File: src/rtl/gpsreceiver2_pkg.sv
// Shared encodings for the GPS receiver sample-capture controller:
// FSM states, CSR offsets, CTRL/IRQ bit positions and the LEN clamp helper.
package gpsreceiver2_pkg;

  localparam int DEPTH_LOG2_DEFAULT = 11;

  localparam logic [1:0] ST_IDLE      = 2'd0;
  localparam logic [1:0] ST_WAIT_TRIG = 2'd1;
  localparam logic [1:0] ST_CAPTURE   = 2'd2;
  localparam logic [1:0] ST_DONE      = 2'd3;

  localparam logic [1:0] REG_CTRL = 2'd0;
  localparam logic [1:0] REG_LEN  = 2'd1;
  localparam logic [1:0] REG_STAT = 2'd2;
  localparam logic [1:0] REG_IRQ  = 2'd3;

  localparam int CTRL_START   = 0;
  localparam int CTRL_ABORT   = 1;
  localparam int CTRL_TRIG    = 2;
  localparam int CTRL_IRQ_EN  = 3;
  localparam int CTRL_CONT    = 4;
  localparam int CTRL_BUSY    = 8;
  localparam int CTRL_DONE    = 9;
  localparam int IRQ_DONE     = 0;
  localparam int IRQ_HALF     = 1;
  localparam int STAT_OVERRUN = 16;

  localparam logic [11:0] LEN_MAX = 12'h800;

  // A zero or oversized length means "fill the whole buffer".
  function automatic logic [11:0] clamp_len(input logic [11:0] raw);
    if ((raw == 12'h000) || (raw > LEN_MAX)) begin
      clamp_len = LEN_MAX;
    end else begin
      clamp_len = raw;
    end
  endfunction

endpackage

File: src/rtl/gpsreceiver2_capture_csr.sv
// CSR bank for the capture controller: CTRL/LEN/STAT/IRQ registers, readback
// and pending-bit logic. Continuous mode and overrun exist only with GPSRX_CAPTURE_PINGPONG_EN.
module gpsreceiver2_capture_csr
  import gpsreceiver2_pkg::*;
#(
  parameter logic [3:0] csr_addr   = 4'h0,
  parameter int         DEPTH_LOG2 = DEPTH_LOG2_DEFAULT
) (
  input  logic                  sys_clk,
  input  logic                  sys_rst_n,
  input  logic [13:0]           csr_a,
  input  logic                  csr_we,
  input  logic [31:0]           csr_di,
  output logic [31:0]           csr_do,
  output logic                  irq,
  input  logic                  busy,
  input  logic                  done,
  input  logic [DEPTH_LOG2-1:0] ptr,
  input  logic                  capture_entry,
  input  logic                  done_set,
  input  logic                  half_set,
  output logic                  start,
  output logic                  abort,
  output logic                  trig_mode,
  output logic                  cont,
  output logic [11:0]           len
);

  logic        sel_s, wr_ctrl_s, wr_len_s, wr_irq_s;
  logic        start_r, abort_r, trig_r, irq_en_r;
  logic        done_pend_r, half_pend_r, cont_s, overrun_s;
  logic [11:0] len_r;
  logic [31:0] rdata_s, csr_do_r;

  assign sel_s     = (csr_a[13:10] == csr_addr);
  assign wr_ctrl_s = csr_we & sel_s & (csr_a[1:0] == REG_CTRL);
  assign wr_len_s  = csr_we & sel_s & (csr_a[1:0] == REG_LEN);
  assign wr_irq_s  = csr_we & sel_s & (csr_a[1:0] == REG_IRQ);

  // Control and length registers; start/abort are one-cycle strobes.
  always_ff @(posedge sys_clk or negedge sys_rst_n) begin
    if (!sys_rst_n) begin
      start_r  <= 1'b0;
      abort_r  <= 1'b0;
      trig_r   <= 1'b0;
      irq_en_r <= 1'b0;
      len_r    <= 12'h000;
    end else begin
      start_r <= wr_ctrl_s & csr_di[CTRL_START] & ~csr_di[CTRL_ABORT];
      abort_r <= wr_ctrl_s & csr_di[CTRL_ABORT];
      if (wr_ctrl_s) begin
        trig_r   <= csr_di[CTRL_TRIG];
        irq_en_r <= csr_di[CTRL_IRQ_EN];
      end
      if (wr_len_s) begin
        len_r <= csr_di[11:0];
      end
    end
  end

  // Pending bits: write-1-clear, but a coincident hardware set wins.
  always_ff @(posedge sys_clk or negedge sys_rst_n) begin
    if (!sys_rst_n) begin
      done_pend_r <= 1'b0;
      half_pend_r <= 1'b0;
    end else begin
      done_pend_r <= done_set | (done_pend_r & ~(wr_irq_s & csr_di[IRQ_DONE]));
      half_pend_r <= half_set | (half_pend_r & ~(wr_irq_s & csr_di[IRQ_HALF]));
    end
  end

`ifdef GPSRX_CAPTURE_PINGPONG_EN
  logic cont_r, overrun_r;

  // Continuous-mode bit and sticky overrun (a pend bit re-set before being serviced).
  always_ff @(posedge sys_clk or negedge sys_rst_n) begin
    if (!sys_rst_n) begin
      cont_r    <= 1'b0;
      overrun_r <= 1'b0;
    end else begin
      if (wr_ctrl_s) begin
        cont_r <= csr_di[CTRL_CONT];
      end
      if (capture_entry) begin
        overrun_r <= 1'b0;
      end else if ((done_set & done_pend_r) | (half_set & half_pend_r)) begin
        overrun_r <= 1'b1;
      end
    end
  end

  assign cont_s    = cont_r;
  assign overrun_s = overrun_r;
`else
  assign cont_s    = 1'b0;
  assign overrun_s = 1'b0;
`endif

  // Readback mux for the addressed register.
  always_comb begin
    rdata_s = 32'h0000_0000;
    case (csr_a[1:0])
      REG_CTRL: begin
        rdata_s[CTRL_TRIG]   = trig_r;
        rdata_s[CTRL_IRQ_EN] = irq_en_r;
        rdata_s[CTRL_CONT]   = cont_s;
        rdata_s[CTRL_BUSY]   = busy;
        rdata_s[CTRL_DONE]   = done;
      end
      REG_LEN:  rdata_s[11:0] = len_r;
      REG_STAT: begin
        rdata_s[DEPTH_LOG2-1:0] = ptr;
        rdata_s[STAT_OVERRUN]   = overrun_s;
      end
      REG_IRQ: begin
        rdata_s[IRQ_DONE] = done_pend_r;
        rdata_s[IRQ_HALF] = half_pend_r;
      end
      default: rdata_s = 32'h0000_0000;
    endcase
  end

  // Registered read data; other banks read as zero.
  always_ff @(posedge sys_clk or negedge sys_rst_n) begin
    if (!sys_rst_n) begin
      csr_do_r <= 32'h0000_0000;
    end else begin
      csr_do_r <= sel_s ? rdata_s : 32'h0000_0000;
    end
  end

  assign csr_do    = csr_do_r;
  assign irq       = irq_en_r & (done_pend_r | half_pend_r);
  assign start     = start_r;
  assign abort     = abort_r;
  assign trig_mode = trig_r;
  assign cont      = cont_s;
  assign len       = clamp_len(len_r);

endmodule

File: src/rtl/gpsreceiver2_capture_ctrl.sv
// Capture sequencer: FSM and registered byte-write port into the sample buffer.
// Optional ping-pong continuous capture is enabled by GPSRX_CAPTURE_PINGPONG_EN.
module gpsreceiver2_capture_ctrl
  import gpsreceiver2_pkg::*;
#(
  parameter logic [3:0] csr_addr   = 4'h0,
  parameter int         DEPTH_LOG2 = DEPTH_LOG2_DEFAULT
) (
  input  logic                  sys_clk,
  input  logic                  sys_rst_n,
  input  logic [13:0]           csr_a,
  input  logic                  csr_we,
  input  logic [31:0]           csr_di,
  output logic [31:0]           csr_do,
  output logic                  irq,
  input  logic [7:0]            sample_dat,
  input  logic                  sample_stb,
  input  logic                  pps,
  output logic [7:0]            rxb0_dat,
  output logic [DEPTH_LOG2-1:0] rxb0_adr,
  output logic                  rxb0_we
);

  logic [1:0]            state_r, state_s;
  logic [DEPTH_LOG2-1:0] ptr_r, adr_r;
  logic [11:0]           count_r, len_s;
  logic [7:0]            dat_r;
  logic                  we_r, pps_d_r;
  logic                  start_s, abort_s, trig_s, cont_s;
  logic                  busy_s, wr_s, last_s, entry_s, done_set_s, half_set_s;

  assign busy_s  = (state_r == ST_WAIT_TRIG) | (state_r == ST_CAPTURE);
  assign wr_s    = (state_r == ST_CAPTURE) & sample_stb & ~abort_s;
  assign last_s  = wr_s & ~cont_s & ((count_r + 12'd1) == len_s);
  assign entry_s = (state_s == ST_CAPTURE) & (state_r != ST_CAPTURE);

`ifdef GPSRX_CAPTURE_PINGPONG_EN
  assign half_set_s = wr_s & cont_s & (ptr_r == DEPTH_LOG2'((1 << (DEPTH_LOG2 - 1)) - 1));
  assign done_set_s = last_s | (wr_s & cont_s & (&ptr_r));
`else
  assign half_set_s = 1'b0;
  assign done_set_s = last_s;
`endif

  // Next-state logic; abort overrides everything, start only acts when idle/done.
  always_comb begin
    state_s = state_r;
    if (abort_s) begin
      state_s = ST_IDLE;
    end else begin
      case (state_r)
        ST_IDLE, ST_DONE: begin
          if (start_s) state_s = trig_s ? ST_WAIT_TRIG : ST_CAPTURE;
          else         state_s = state_r;
        end
        ST_WAIT_TRIG: begin
          if (pps & ~pps_d_r) state_s = ST_CAPTURE;
          else                state_s = state_r;
        end
        ST_CAPTURE: begin
          if (last_s) state_s = ST_DONE;
          else        state_s = state_r;
        end
        default: state_s = ST_IDLE;
      endcase
    end
  end

  // State, write pointer/count and the registered buffer write port.
  always_ff @(posedge sys_clk or negedge sys_rst_n) begin
    if (!sys_rst_n) begin
      state_r <= ST_IDLE;
      ptr_r   <= {DEPTH_LOG2{1'b0}};
      count_r <= 12'd0;
      pps_d_r <= 1'b0;
      we_r    <= 1'b0;
      adr_r   <= {DEPTH_LOG2{1'b0}};
      dat_r   <= 8'h00;
    end else begin
      state_r <= state_s;
      pps_d_r <= pps;
      we_r    <= wr_s;
      if (wr_s) begin
        adr_r <= ptr_r;
        dat_r <= sample_dat;
      end
      if (entry_s) begin
        ptr_r   <= {DEPTH_LOG2{1'b0}};
        count_r <= 12'd0;
      end else if (wr_s) begin
        ptr_r   <= ptr_r + DEPTH_LOG2'(1);
        count_r <= count_r + 12'd1;
      end
    end
  end

  gpsreceiver2_capture_csr #(
    .csr_addr   (csr_addr),
    .DEPTH_LOG2 (DEPTH_LOG2)
  ) u_csr (
    .sys_clk       (sys_clk),
    .sys_rst_n     (sys_rst_n),
    .csr_a         (csr_a),
    .csr_we        (csr_we),
    .csr_di        (csr_di),
    .csr_do        (csr_do),
    .irq           (irq),
    .busy          (busy_s),
    .done          (state_r == ST_DONE),
    .ptr           (ptr_r),
    .capture_entry (entry_s),
    .done_set      (done_set_s),
    .half_set      (half_set_s),
    .start         (start_s),
    .abort         (abort_s),
    .trig_mode     (trig_s),
    .cont          (cont_s),
    .len           (len_s)
  );

  assign rxb0_we  = we_r;
  assign rxb0_adr = adr_r;
  assign rxb0_dat = dat_r;

endmodule
File: config.mk
export PLATFORM = sky130hd
export DESIGN_NAME = gpsreceiver2_capture_ctrl
export DESIGN_NICKNAME = d
export VERILOG_FILES = /design/src/rtl/gpsreceiver2_pkg.sv /design/src/rtl/gpsreceiver2_capture_csr.sv /design/src/rtl/gpsreceiver2_capture_ctrl.sv
export SDC_FILE = /design/constraint.sdc
export NUM_CORES = 1
export LEC_CHECK = 0
export ABC_AREA = 1
export CAP_MARGIN = 20
export CELL_PAD_IN_SITES_DETAIL_PLACEMENT = 0
export CELL_PAD_IN_SITES_GLOBAL_PLACEMENT = 1
export CORE_AREA = 5 5 115 127
export DETAILED_ROUTE_END_ITERATION = 12
export DIE_AREA = 0 0 120 132
export GPL_ROUTABILITY_DRIVEN = 1
export PLACE_DENSITY_LB_ADDON = 0.12
export SLEW_MARGIN = 0
export SYNTH_ARGS = -nofsm -noshare
export SYNTH_HDL_FRONTEND = slang
export SYNTH_SLANG_ARGS = --single-unit
File: constraint.sdc
create_clock -name sys_clk -period 2.1 [get_ports sys_clk]
set_input_delay 0.42 -clock sys_clk [delete_from_list [all_inputs] [get_ports sys_clk]]
set_output_delay 0.42 -clock sys_clk [all_outputs]
set_load 0.05 [all_outputs]
==> results of run 1 <==
## through the flow
stage	std cells	worst slack (ns)	hold slack [ns]	TNS, ns	instance area [sq um]
after global routing	813	-0.323	0.0927	-6.75	5960
after detailed placement	780	-0.304	0.444	-7.41	5270
final	813	-0.138	0.0575	-2.44	5960
after CTS	806	-0.171	0.0805	-3.21	5800
after global placement	780	-0.276	0.440	-7.25	5270
after floorplan	529	0.108	0.124	0	4180
## power by group
group | internal, uW | switching, uW | leakage [uW]
Clock | 1040 | 608 | 0.000151
Combinational | 1460 | 2520 | 0.00166
Sequential | 1760 | 210 | 0.00100
Total | 4260 | 3330 | 0.00281
## cells in the final DEF, fill, tap and decap left out, types with 2 or more instances in the layout
| cell type | instances |
|---|---|
| nand2_1 | 152 |
| dfrtp_1 | 76 |
| buf_4 | 67 |
| clkdlybuf4s50_1 | 61 |
| inv_1 | 54 |
| o21ai_0 | 32 |
| nor2_1 | 26 |
| a21oi_2 | 23 |
| nand3_1 | 20 |
| conb_1 | 20 |
| a21oi_1 | 12 |
| nand4_1 | 11 |
| clkbuf_16 | 10 |
| ha_1 | 9 |
| nor3_1 | 7 |
| nand2_8 | 7 |
| xor2_1 | 7 |
| nand2_2 | 6 |
| mux2_2 | 5 |
| a31oi_1 | 4 |
| buf_6 | 4 |
| nor2_4 | 3 |
| clkbuf_1 | 3 |
| nor2_2 | 2 |
| nand2_4 | 2 |
| inv_2 | 2 |
| xnor2_1 | 2 |
| nand3_2 | 2 |
| bufinv_16 | 2 |
| buf_8 | 2 |
| buf_12 | 2 |
## routing by layer
| layer | vias up | global-route usage (%) | routed length [um] |
|---|---|---|---|
| met3 | 11 | 3.22 | 352 |
| met1 | 1800 | 20.2 | 5280 |
| li1 | 1870 | - | - |
| met2 | 54 | 27.6 | 6340 |
| met4 | 0 | 4.46 | 132 |
| met5 | - | 0 | 0 |
## final cells by class
type	instances	share of cell area (%)
repair buffers	138	21.3
clock buffers	12	3.97
multi-input cells	366	34.7
flip-flops and latches	76	31.9
well taps	161	3.38
inverters	56	3.53
clock inverters	4	1.24
## path summary, 6_finish.rpt
kind | startpoint | endpoint | slack [ns] | cells past startpoint
min in group sys_clk | rxb0_dat[1] | rxb0_dat[1] | 0.47 | 2
max reg2reg | count_r[1] | ptr_r[1] | -0.14 | 16
min reg2reg | rxb0_dat[1] | rxb0_dat[1] | 0.47 | 2
max in group asynchronous | sys_rst_n | u_csr.csr_do[7] | 1.40 | 2
min | sys_rst_n | u_csr.csr_do[2] | 0.06 | 1
max | count_r[1] | ptr_r[1] | -0.14 | 16
## critical path: stages (launching register included)
cell and delay, ns:
dfrtp_1 0.42, buf_6 0.14, nand3_4 0.10, buf_4 0.12
xor2_1 0.24, inv_1 0.08, nand4_1 0.09, nand2_1 0.06
nor2_1 0.08, nand2_1 0.05, nor2_1 0.10, nand2_1 0.09
nand2_1 0.08, nand2_2 0.08, nand2_8 0.16, nand2_8 0.11
a21oi_2 0.16
## synthesized netlist by cell type (all sizes together), types with 7 or more instances
cell,n,share of area [%]
nand3,23,2.9
nand2,163,15
o21ai,33,4.0
a21oi,35,6.0
buf,24,4.7
nor3,9,1.1
xor2,7,1.5
ha,10,3.0
nor2,31,3.1
clkbuf,11,1.0
nand4,11,1.7
inv,56,5.1
dfrtp,76,46
## sequential cells by signal, indices dropped and copies added (netlist names)
signal             cells
count_r               12
u_csr.csr_do          12
u_csr.len_r           12
ptr_r                 11
rxb0_adr              11
rxb0_dat               8
state_r                2
pps_d_r                1
rxb0_we                1
u_csr.abort            1
u_csr.done_pend_r      1
u_csr.half_pend_r      1
u_csr.irq_en_r         1
u_csr.start            1
u_csr.trig_mode        1
## cells by family after synthesis
group | after synthesis | share of synthesized area, %
DFF | 76 | 46.3
and+or+nand+nor | 240 | 24.7
buffers and inverters | 91 | 10.9
adders and majority gates | 10 | 3.04
xor gates and xnor gates | 10 | 2.13
AOI/OAI and AO/OA | 77 | 11.6
other | 1 | 0.0912
muxes | 5 | 1.37
## repair_timing
action | in CTS | in global routing
hold buffers | 0 | 0
setup buffers | 7 | 4
setup endpoints to repair | 24 | 26
gates cloned | 3 | 2
pin swaps | 9 | 4
gates resized for setup | 30 | 14
==> impl_metrics.py, run 1 <==
metrics = {
    "run_status": {
        "status": "finished with violations",
        "violations": "setup timing",
    },
    "power_and_ir_drop": {
        "power_uw": 7600,
        "power_leakage_uw": 0.00281,
        "power.density_nw_per_um2": 1280,
        "vdd_drop_max_v": 0.00113,
    },
    "timing": {
        "post-route-period-util_pct": 107,
        "slew_violations": 0,
        "fmax_ghz": 0.447,
        "period_minus_slack_ns": 2.24,
        "setup_viol": 24,
        "rsz0062_at_grt": "yes",
        "worst_pin_slew_ns": 0.540,
        "hold_viol": 0,
        "slew_headroom_pct": 64.0,
        "setup_ws_ns": -0.138,
        "fin_skew_ns": 0.00705,
    },
    "cts": {
        "cts_sinks": 76,
        "cts_buffers": 9,
        "clkLatencyLatePin_ns": 0.34,
        "cts.path.max_buffers": 2,
        "clk_pin_slew_worst_paths_ns": 0.06,
        "root_buffer": "clkbuf_16",
        "h-tree-depth": 3,
        "cts_tree": "yes",
    },
    "floorplanning": {
        "num_rows": 44,
        "start_util_pct": 31.2,
        "die_width_um": 120,
        "core_area_sq_um": 13200,
        "ios": 112,
        "die_h_um": 132,
        "dieArea_sq_um": 15800,
    },
    "logic_synthesis": {
        "syn_inst": 510,
        "synth_seq_cells": 76,
        "post_synth.cell_area_avg_sq_um": 8.06,
        "ys.flop_type": "dfrtp_1",
        "yosysWarningCount": 0,
        "async_reset_ff_share_pct": 100,
        "yosysSeqAreaShare_pct": 46.3,
        "synth_cell_types": 33,
        "synth_area_sq_um": 4110,
        "synth_edf_count": 0,
    },
    "critical_path": {
        "endpoint_kind": "flip-flop",
        "crit_fanout": 6,
        "worstSetupStartpointType": "flip-flop",
        "critPathArrivalTime_ns": 2.51,
        "required_ns": 2.37,
        "crit_type": "flip-flop to flip-flop",
    },
    "routing": {
        "antenna_left": 0,
        "dr.pass1.iters": 5,
        "via_per_inst": 4.59,
        "num_vias": 3735,
        "drt_wl_total_um": 12100,
        "wl_per_cell_um": 14.9,
        "initialDrtViolationCount": 124,
        "drc": 0,
    },
    "global_routing": {
        "track_usage_pct": 16.0,
        "grt_pass1_vias": 3865,
        "grt_start_max_net_pins": 42,
        "antenna_found_initial": 0,
        "grt_first_pass_wirelength_um": 20000,
        "overflow": 0,
    },
    "flow_run": {
        "maxCapViolCount": 0,
    },
    "placement": {
        "gp_congestion": 0.789,
        "io_buffers": 63,
        "dp_hpwl_um": 8530,
    },
    "finish": {
        "diodes": 0,
        "multi_input_area_sq_um": 2070,
        "post-route-util_pct": 45.3,
        "register_area_sq_um": 1900,
        "final.fill_count": 1344,
        "area_growth_pct": 44.9,
        "nets": 716,
        "layout-drive-gt1-share_pct": 22.9,
    },
    "min_path": {
        "hp-class": "primary input to async pin",
    },
}
Note: power is estimated with default switching activity, not from simulation.
==> inputs of run 2 (changes only) <==
--- a/config.mk
+++ b/config.mk
@@ -10,7 +10,7 @@
 export CELL_PAD_IN_SITES_DETAIL_PLACEMENT = 0
 export CELL_PAD_IN_SITES_GLOBAL_PLACEMENT = 1
-export CORE_AREA = 5 5 115 127
+export CORE_AREA = 5 5 153 96
 export DETAILED_ROUTE_END_ITERATION = 12
-export DIE_AREA = 0 0 120 132
+export DIE_AREA = 0 0 158 101
 export GPL_ROUTABILITY_DRIVEN = 1
 export PLACE_DENSITY_LB_ADDON = 0.12
==> constraint.sdc (replaced) <==
create_clock -name sys_clk -period 2.1 [get_ports sys_clk]
set_input_delay 0.42 -clock sys_clk [delete_from_list [all_inputs] [get_ports sys_clk]]
set_output_delay 0.42 -clock sys_clk [all_outputs]
set_load 0.1 [all_outputs]
==> impl_metrics.py, run 2 (synthesized netlist as in run 1, its figures left out) <==
metrics = {
    "critical_path": {
        "worstSetupStartpointType": "flip-flop",
        "critPathArrivalTime_ns": 2.42,
        "reg2reg_to": "count_r[3]",
        "crit_start": "u_csr.len_r[2]",
        "slowest_stage": "dfrtp_1",
        "path_buf_inv": 1,
        "endpoint_kind": "flip-flop",
        "required_ns": 2.36,
        "crit_type": "flip-flop to flip-flop",
        "crit_fanout": 16,
        "max_stage_delay_ns": 0.38,
        "cp_cell_sequence": "nor2_2 > nand2_2 > nor2_4 > nand2_4 > nand2_8 > nand3_1 > nand2_1 > nand2_1 > nor2_1 > nand2_1 > nor2_1 > nand2_1 > nand2_1 > nand2_1 > nand2_2 > nand2_4 > buf_12 > a21oi_1",
        "crit_path_frequent_cell": "nand2_1",
        "rrSetupSlack_ns": -0.05,
        "reg2reg_from": "u_csr.len_r[2]",
        "reg2reg_depth": 18,
        "cp_top_family": "simple AND/OR/NAND/NOR gates",
    },
    "floorplanning": {
        "start_util_pct": 31.0,
        "num_rows": 33,
        "die_width_um": 158,
        "dieArea_sq_um": 16000,
        "die_h_um": 101,
        "core_area_sq_um": 13300,
        "ios": 112,
    },
    "global_routing": {
        "antenna_found_initial": 0,
        "grt_pass1_vias": 3553,
        "grt_start_max_net_pins": 47,
        "overflow": 0,
        "grt_first_pass_wirelength_um": 19700,
        "track_usage_pct": 16.2,
    },
    "run_status": {
        "violations": "setup timing",
        "status": "finished with violations",
    },
    "routing": {
        "drc": 0,
        "drt_wl_total_um": 12400,
        "via_per_inst": 4.42,
        "initialDrtViolationCount": 173,
        "antenna_left": 0,
        "dr.pass1.iters": 4,
        "num_vias": 3606,
        "wl_per_cell_um": 15.2,
    },
    "timing": {
        "period_minus_slack_ns": 2.15,
        "hold_viol": 0,
        "slew_violations": 0,
        "fmax_ghz": 0.464,
        "setup_viol": 18,
        "rsz0062_at_grt": "yes",
        "post-route-period-util_pct": 103,
        "fin_skew_ns": 0.00843,
        "setup_ws_ns": -0.0544,
    },
    "finish": {
        "diodes": 0,
        "final.fill_count": 1320,
        "nets": 705,
        "area_growth_pct": 39.2,
        "layout-drive-gt1-share_pct": 27.7,
        "final_area_sq_um": 5720,
        "multi_input_area_sq_um": 1980,
        "fin_cells": 815,
        "layout_commonest_cell": "nand2_1",
        "layout_common_cells": "nand2_1 (148), buf_4 (95), dfrtp_1 (75)",
        "post-route-util_pct": 43.2,
        "register_area_sq_um": 1900,
    },
    "power_and_ir_drop": {
        "power.share.sequential_pct": 26.1,
        "vdd_drop_max_v": 0.000979,
        "clkPwrFrac_pct": 20.9,
        "power_uw": 7640,
        "power_leakage_uw": 0.00280,
        "sw_frac_of_total_pct": 46.3,
        "p_int_uw": 4100,
        "net-switching-power_uw": 3540,
        "power.density_nw_per_um2": 1340,
        "share_comb_of_total_power_pct": 53.0,
    },
    "cts": {
        "root_buffer": "clkbuf_16",
        "clkLatencyLatePin_ns": 0.34,
        "cts_tree": "yes",
        "h-tree-depth": 3,
        "cts_sinks": 76,
        "cts_buffers": 9,
        "cts.path.max_buffers": 2,
        "clk_pin_slew_worst_paths_ns": 0.06,
    },
    "placement": {
        "place_area_sq_um": 5240,
        "gp_congestion": 0.817,
        "io_buffers": 63,
        "dp_hpwl_um": 9290,
        "dp_cells": 796,
    },
    "flow_run": {
        "maxCapViolCount": 0,
    },
    "min_path": {
        "hp-class": "primary input to async pin",
    },
}
## run 2: changes by cell type in the layout (fill, tap and decap cells not counted), sizes merged
| cell | previous run | this run |
|---|---|---|
| bufinv | 2 | 1 |
| buf | 75 | 101 |
| dlymetal6s2s | 1 | 0 |
| clkinvlp | 0 | 1 |
| clkinv | 2 | 1 |
| clkbuf | 13 | 12 |
| clkdlybuf4s50 | 61 | 29 |
| nand2 | 167 | 164 |
## run 2: power by group through the flow
stage          Clock [uW]  Sequential [uW]  Combinational [uW]
2_1_floorplan           0             2690                1850
3_3_place_gp            0             1990                3880
6_report             1590             2000                4050
4_1_cts              1630             1990                4020
5_1_grt              1690             2040                4380
3_5_place_dp            0             2000                3880
## run 2: cell type report
class,instances,area share [%]
multi-input combinational,363,34.6
clock buffer,12,4.48
timing repair buffer,130,19.3
clock inverter,3,0.809
tap,175,3.83
inverter,56,3.67
sequential,76,33.3
## run 2: metrics by stage
step | setup TNS, ns | setup slack, ns | hold slack, ns
CTS | -0.421 | -0.0511 | 0.0346
global route | -4.80 | -0.234 | 0.0614
floorplan | 0 | 0.108 | 0.124
finish | -0.529 | -0.0544 | 0.0193
global placement | -2.77 | -0.120 | 0.391
detailed placement | -3.89 | -0.178 | 0.399
## run 2: worst max-delay path by stage
stage	to	cells past startpoint	slack [ns]
2_1_floorplan	ptr_r[2]	15	0.11
3_3_place_gp	count_r[2]	17	-0.12
3_5_place_dp	count_r[3]	16	-0.18
4_1_cts	count_r[3]	16	-0.05
5_1_grt	count_r[3]	18	-0.23
6_report	count_r[3]	18	-0.05
## run 2: layer usage
layer | wire [um] | up-vias | track usage [%]
li1 | - | 1845 | -
met1 | 6780 | 1680 | 25.7
met2 | 4800 | 75 | 21.9
met3 | 747 | 6 | 3.90
met4 | 72 | 0 | 3.28
met5 | 0 | - | 0
## run 2: timing repair
| action | CTS | global route |
|---|---|---|
| hold buffers | 0 | 0 |
| pin swaps | 5 | 4 |
| resized for setup | 24 | 14 |
| buffers inserted | 2 | 1 |
| gates cloned | 1 | 0 |
| endpoints found under the setup margin | 24 | 24 |
